--- src/rtl/serial_sub4.sv ---
// Bit-serial LSB-first subtractor: d = a - b - bin over WIDTH cycles using one
// full-subtractor cell, a borrow flop and a start/busy/done handshake.
module serial_sub4 #(
    parameter int WIDTH = 4
) (
    input  logic             clk,
    input  logic             rst,
    input  logic             start,
    input  logic [WIDTH-1:0] a,
    input  logic [WIDTH-1:0] b,
    input  logic             bin,
    output logic             busy,
    output logic             done,
    output logic [WIDTH-1:0] d,
    output logic             bout
);
    localparam int CW = $clog2(WIDTH) + 1;

    typedef enum logic [1:0] {IDLE, RUN, DONE} state_t;

    state_t           state_q;
    logic [WIDTH-1:0] a_sh_q, b_sh_q, r_sh_q, d_q;
    logic [CW-1:0]    cnt_q;
    logic             br_q, bout_q, done_q, busy_q;

    logic             x, y, diff_bit, br_d;
    logic [WIDTH-1:0] r_sh_d;

    // Single full-subtractor cell shared across all bit positions.
    always_comb begin
        x        = a_sh_q[0];
        y        = b_sh_q[0];
        diff_bit = x ^ y ^ br_q;
        br_d     = (~x & y) | (~(x ^ y) & br_q);
        r_sh_d   = {diff_bit, r_sh_q[WIDTH-1:1]};
    end

    always_ff @(posedge clk or posedge rst) begin
        if (rst) begin
            state_q <= IDLE;
            a_sh_q  <= '0;
            b_sh_q  <= '0;
            r_sh_q  <= '0;
            d_q     <= '0;
            cnt_q   <= '0;
            br_q    <= 1'b0;
            bout_q  <= 1'b0;
            done_q  <= 1'b0;
            busy_q  <= 1'b0;
        end else begin
            case (state_q)
                IDLE: begin
                    if (start) begin
                        a_sh_q  <= a;
                        b_sh_q  <= b;
                        br_q    <= bin;
                        r_sh_q  <= '0;
                        cnt_q   <= '0;
                        busy_q  <= 1'b1;
                        state_q <= RUN;
                    end
                end
                RUN: begin
                    a_sh_q <= a_sh_q >> 1;
                    b_sh_q <= b_sh_q >> 1;
                    r_sh_q <= r_sh_d;
                    br_q   <= br_d;
                    cnt_q  <= cnt_q + 1'b1;
                    // Last bit: publish the result including this bit's diff/borrow.
                    if (cnt_q == CW'(WIDTH - 1)) begin
                        d_q     <= r_sh_d;
                        bout_q  <= br_d;
                        done_q  <= 1'b1;
                        state_q <= DONE;
                    end
                end
                DONE: begin
                    done_q  <= 1'b0;
                    busy_q  <= 1'b0;
                    state_q <= IDLE;
                end
                default: begin
                    done_q  <= 1'b0;
                    busy_q  <= 1'b0;
                    state_q <= IDLE;
                end
            endcase
        end
    end

    assign busy = busy_q;
    assign done = done_q;
    assign d    = d_q;
    assign bout = bout_q;
endmodule
--- config.mk ---
export PLATFORM = sky130hd
export DESIGN_NAME = serial_sub4
export DESIGN_NICKNAME = d
export VERILOG_FILES = /design/src/rtl/serial_sub4.sv
export SDC_FILE = /design/constraint.sdc
export NUM_CORES = 1
export LEC_CHECK = 0
export CORE_MARGIN = 3
export CORE_UTILIZATION = 54
export DETAILED_ROUTE_END_ITERATION = 7
export GPL_TIMING_DRIVEN = 0
export PLACE_DENSITY = 0.84
export SYNTH_ARGS = -nofsm -noshare
export SYNTH_HDL_FRONTEND = slang
export SYNTH_SLANG_ARGS = --single-unit
--- constraint.sdc ---
create_clock -name clk -period 2 [get_ports clk]
set_input_delay 0.4 -clock clk [delete_from_list [all_inputs] [get_ports clk]]
set_output_delay 0.4 -clock clk [all_outputs]
set_load 0.005 [all_outputs]
==> results of run 1 <==
[layout by cell type (no fill, tap or decap)]
cell type        instances
nand2b_1                 2
o21bai_2                 1
and2b_1                  1
buf_6                    1
mux2_4                   4
nand3b_4                 1
buf_4                    2
clkbuf_4                 3
clkbuf_8                 1
a32o_1                   1
o21ai_0                  5
dfrtp_1                 24
ha_1                     2
nand2_1                  5
fa_1                     1
nor2_4                   1
a21oi_1                  9
inv_1                    7
nor2_1                   3
o22ai_1                 12
nand2b_2                 1
a221oi_2                 1
inv_2                    1
clkdlybuf4s50_1         18
clkbuf_2                 1
a22o_1                   5
[routing by layer]
| layer | up-vias | track usage, % |
|---|---|---|
| met3 | 4 | 2.67 |
| li1 | 370 | - |
| met4 | 0 | 8.07 |
| met2 | 22 | 35.0 |
| met1 | 392 | 23.8 |
| met5 | - | 0 |
[how the worst min path moves through the flow]
stage | start | endpoint | slack (ns) | depth (start not counted)
2_1_floorplan | rst | a_sh_q[0]$_DFFE_PP0P_ | 0.41 | 1
3_3_place_gp | bout$_DFFE_PP0P_ | bout$_DFFE_PP0P_ | 0.46 | 2
3_5_place_dp | bout$_DFFE_PP0P_ | bout$_DFFE_PP0P_ | 0.49 | 2
4_1_cts | cnt_q[0]$_DFFE_PP0P_ | cnt_q[0]$_DFFE_PP0P_ | 0.51 | 1
5_1_grt | busy$_DFFE_PP0P_ | busy$_DFFE_PP0P_ | 0.54 | 2
6_report | cnt_q[0]$_DFFE_PP0P_ | cnt_q[0]$_DFFE_PP0P_ | 0.51 | 1
[sequential cells by signal, indices dropped and copies added, names as in the netlist]
name     cells
a_sh_q       4
b_sh_q       4
d            4
cnt_q        3
r_sh_q       3
state_q      2
bout         1
br_q         1
busy         1
done         1
[cell families after synthesis]
| family | count (synthesis) | synth area share, % |
|---|---|---|
| buffers and inverters | 12 | 5.66 |
| AOI/OAI and AO/OA | 34 | 20.8 |
| and+or+nand+nor | 14 | 8.32 |
| DFF | 24 | 55.5 |
| adders and majority gates | 3 | 4.16 |
| muxes | 4 | 5.55 |
[stage by stage]
step / total power, W / hold slack, ns / util (%) / cell area (sq um)
3_3_place_gp: 0.00173 / 0.462 / 71.8 / 1290
4_1_cts: 0.00205 / 0.511 / 73.8 / 1330
6_report: 0.00203 / 0.506 / 73.8 / 1330
5_1_grt: 0.00219 / 0.537 / 73.8 / 1330
2_1_floorplan: 0.00147 / 0.415 / - / 1080
3_5_place_dp: 0.00180 / 0.488 / 71.8 / 1290
[area by class of cell]
type                    count  area (sq um)  area share (%)
inverters                   8          30.0            2.26
repair buffers             18           180            13.5
multi-input cells          55           420            31.6
flip-flops and latches     24           601            45.2
clock buffers               4          36.3            2.73
plain buffers               4          31.3            2.35
well taps                  25          31.3            2.35
[power groups by stage]
stage	sequential (W)	clock (W)	combinational (W)
final	0.000856	0.000253	0.000923
after global routing	0.000882	0.000282	0.00102
after CTS	0.000854	0.000256	0.000937
after detailed placement	0.000864	0	0.000938
after global placement	0.000848	0	0.000885
after floorplan	0.000836	0	0.000636
==> flow_summary.yaml, run 1 <==
status:
  status: "completed"
hold_path:
  min_path_type: "reg2reg"
critical_path:
  r2r_cells: 4
  reg2reg_slack_ns: 0.58
  crit_path_start_kind: "flip-flop"
  crit_path_top_delay_cell: "clkdlybuf4s50_1"
  cp-endpoint: "d[1]"
  crit_buf_inv: 1
  path_max_fanout: 2
  required_ns: 1.60
  crit_cells: 1
  cpLargestDelayFamily: "buffers and inverters"
  worstSetupPathType: "reg2out"
  max_stage_delay_ns: 0.50
  critPathCaptureType: "output pin"
  crit_chain: "clkdlybuf4s50_1"
  rr_endpoint: "d[1]$_DFFE_PP0P_"
  worst_ep_arrival_time_ns: 1.20
  r2r-start: "cnt_q[0]$_DFFE_PP0P_"
  critPathLaunch: "d[1]$_DFFE_PP0P_"
drt:
  routed_wl_mm: 2.11
  wl_per_cell_um: 15.3
  wl_met3_um: 85
  wl_met1_um: 873
  antenna_left: 0
  drt-vias-per-instance: 5.71
  num_vias: 788
  topRoutingLayerUsed: "met4"
  first_pass_iters: 4
  drtIter0Drc: 11
  drc_errors: 0
  wl_met2_mm: 1.12
synthesis:
  synth_edf_count: 0
  synth.area.top_cells: "dfrtp_1 55%, o22ai_1 6.9%, mux2_4 5.5%"
  synth_area_sq_um: 1080
  synth_top_area_share_pct: 55.5
  async_flop_share_pct: 100
  synthTopCellsByCount: "24 x dfrtp_1, 12 x o22ai_1, 9 x a21oi_1"
  ys_warn_count: 0
  synthMostInstantiatedCell: "dfrtp_1"
  ys.flop_type: "dfrtp_1"
  synthesis.nets: 106
  synth_seq_cells: 24
  synth.largest_area_cell: "dfrtp_1"
  postSynthAreaPerCell_sq_um: 11.9
  yosysUniqueCellTypes: 23
  synthCells: 91
  ys_seq_area_share_pct: 55.5
global_routing:
  grt_pass1_wl_mm: 3.71
  grt_overflow: 0
  grt_max_degree: 25
  grt_pass1_vias: 804
  antenna_found_initial: 0
  track_usage_pct: 19.7
timing:
  tightestPinTransition_ns: 0.861
  finalSetupViolCount: 0
  rsz0062_at_grt: "no"
  finalMaxSlewViolations: 0
  fin_crit_sh_pct: 79.8
  fin_ws_ns: 0.403
  period_needed_ns: 1.60
  skew_ns: 0.00632
  finalHoldViolCount: 0
  clock.fmax_mhz: 626
  finalSetupTns_ns: 0
  relSlewSlack_pct: 42.5
clock_tree:
  cts_buffers: 3
  clockBufferDepth: 2
  clkLatencyLatePin_ns: 0.31
  post_cts_buffers: 0
  cts_tree: "done"
  ctsHtreeMaxLevel: 1
  root_buffer: "clkbuf_4"
  clock_sinks: 24
  cts-resized-gates: 0
  postCtsHoldBufs: 0
  clk_pin_slew_ns: 0.13
finish:
  area_growth_pct: 22.9
  n_fill_cell: 142
  drive_above_1_share_pct: 15.9
  n_antenna_cell: 0
  num-nets-final: 129
  post_layout_nonfiller_instances: 138
floorplanning:
  io_pins: 19
  start_util_pct: 60.1
  chipWidth_um: 50.8
  coreArea_sq_um: 1800
  rows: 15
  die_area_sq_um: 2580
  die_h_um: 50.8
power_and_ir_drop:
  powerDensity_nw_per_um2: 1530
  combPwrFrac_pct: 45.4
  peakVddDrop_v: 0.000808
  p_int_w: 0.00132
  swShare_pct: 35.0
  p_leak_nw: 0.624
  p_switching_w: 0.000711
  power_frac_seq_pct: 42.1
  clkPwrFrac_pct: 12.4
run:
  cap_viol_max_count: 0
placement:
  dp_hpwl_mm: 1.62
  dp.cells: 134
  dp_slack_ns: 0.378
  port_buffers: 18
  place_congestion: 0.707
No activity file was read; power rests on OpenSTA's default activity.
==> run 2, diff against run 1 <==
Settings changed: CORE_UTILIZATION 54 to 45, PLACE_DENSITY 0.84 to 0.76.
Clock period 2 ns to 1.4 ns, I/O delays scaled along.
==> flow_summary.yaml, run 2 (synthesis results as in run 1) <==
clock_tree:
  cts_tree: "done"
  root_buffer: "clkbuf_4"
  clk_pin_slew_ns: 0.13
  clock_sinks: 24
  cts_buffers: 3
  clockBufferDepth: 2
  clkLatencyLatePin_ns: 0.31
  ctsHtreeMaxLevel: 1
finish:
  mostFrequentLayoutCells: "24 x dfrtp_1, 12 x o22ai_1, 11 x clkdlybuf4s50_1"
  regArea_sq_um: 601
  n_antenna_cell: 0
  area_growth_pct: 25.9
  post-route-util_pct: 60.4
  drive_above_1_share_pct: 19.8
  multi_input_area_sq_um: 435
  post_layout_nonfiller_instances: 144
  n_fill_cell: 215
  final_common_cell: "dfrtp_1"
  num-nets-final: 132
hold_path:
  min_path_type: "in2async"
critical_path:
  path_max_fanout: 3
  required_ns: 1.60
  critPathCaptureType: "flip-flop"
  max_stage_delay_ns: 0.44
  crit_path_top_delay_cell: "fa_1"
  crit_path_start_kind: "flip-flop"
  worstSetupPathType: "reg2reg"
  worst_ep_arrival_time_ns: 1.55
  crit_chain: "inv_1, fa_1, mux2_4"
placement:
  port_buffers: 18
  dp_hpwl_mm: 1.47
  place_congestion: 0.771
  dp.cells: 137
  dp_slack_ns: -0.0813
power_and_ir_drop:
  p_leak_nw: 0.648
  peakVddDrop_v: 0.00106
  powerDensity_nw_per_um2: 2130
  p_total_w: 0.00290
drt:
  antenna_left: 0
  drtIter0Drc: 5
  routed_wl_mm: 2.03
  wl_per_cell_um: 14.1
  num_vias: 764
  drc_errors: 0
  drt-vias-per-instance: 5.31
  first_pass_iters: 4
timing:
  clock.fmax_mhz: 744
  relSlewSlack_pct: 41.5
  finalMaxSlewViolations: 0
  finalHoldViolCount: 0
  tightestPinTransition_ns: 0.876
  fin_crit_sh_pct: 96.0
  skew_ns: 0.00864
  hold_slack_ns: 0.437
  finalSetupViolCount: 0
  rsz0062_at_grt: "no"
  period_needed_ns: 1.34
  fin_ws_ns: 0.0554
status:
  status: "completed"
floorplanning:
  start_util_pct: 48.0
  coreArea_sq_um: 2250
  chipWidth_um: 55.0
  io_pins: 19
  die_h_um: 55.0
  die_area_sq_um: 3030
  rows: 17
global_routing:
  track_usage_pct: 16.3
  grt_overflow: 0
  antenna_found_initial: 0
  grt_pass1_vias: 782
  grt_max_degree: 25
  grt_pass1_wl_mm: 3.51
run:
  cap_viol_max_count: 0
## run 2: metrics by stage
step / area [sq um] / setup TNS (ns)
after floorplan: 1080 / 0
after global placement: 1300 / -0.246
after detailed placement: 1300 / -0.938
after CTS: 1350 / 0
after global routing: 1360 / 0
final: 1360 / 0
## run 2: path summary, 6_finish.rpt
| path | start | depth (start not counted) | to | slack [ns] |
|---|---|---|---|---|
| setup / recovery | b_sh_q[0]$_DFFE_PP0P_ | 3 | d[3]$_DFFE_PP0P_ | 0.06 |
| hold / removal | rst | 2 | state_q[1]$_DFFE_PP0P_ | 0.44 |
| setup reg to reg | b_sh_q[0]$_DFFE_PP0P_ | 3 | d[3]$_DFFE_PP0P_ | 0.06 |
| hold reg to reg | bout$_DFFE_PP0P_ | 2 | bout$_DFFE_PP0P_ | 0.51 |
| max in group asynchronous | rst | 2 | a_sh_q[0]$_DFFE_PP0P_ | 0.43 |
| min in group clk | bout$_DFFE_PP0P_ | 2 | bout$_DFFE_PP0P_ | 0.51 |
## run 2: critical path, delay by kind of cell, from the launching register on
kind	cells	cell delay, ns
adder cells (fa/ha/maj)	1	0.44
flip-flops	1	0.43
multiplexers	1	0.28
buffers and inverters	1	0.09
## run 2: layer usage
| layer | GRT usage, % | up-vias | part of all wire, % |
|---|---|---|---|
| met5 | 0 | - | 0 |
| met1 | 22.0 | 364 | 45 |
| li1 | - | 379 | - |
| met2 | 26.6 | 19 | 49 |
| met4 | 4.86 | 0 | 0.49 |
| met3 | 3.22 | 2 | 5.4 |
## run 2: area by class of cell
class / count / area share, %
flip-flops and latches: 24 / 44.1
well taps: 28 / 2.57
plain buffers: 4 / 2.30
repair buffers: 21 / 14.2
inverters: 8 / 2.20
clock buffers: 4 / 2.66
multi-input cells: 55 / 32.0
## run 2: timing repair
item | CTS | global route
resized for setup | 8 | 2
pin swaps | 1 | 0
endpoints found under the setup margin | 11 | 5
hold buffers | 0 | 0
cloned | 0 | 0
buffers inserted | 3 | 0
## run 2: report_power, final
group / switching (W) / internal (W)
registers: 0.000200 / 0.00101
logic: 0.000625 / 0.000700
clock network: 0.000202 / 0.000159
==> run 3, diff against run 2 <==
Settings changed: ABC_CLOCK_PERIOD_IN_PS set to 1400.
==> results of run 3 <==
No change in the layout: final DEF, timing and power equal those of run 2.
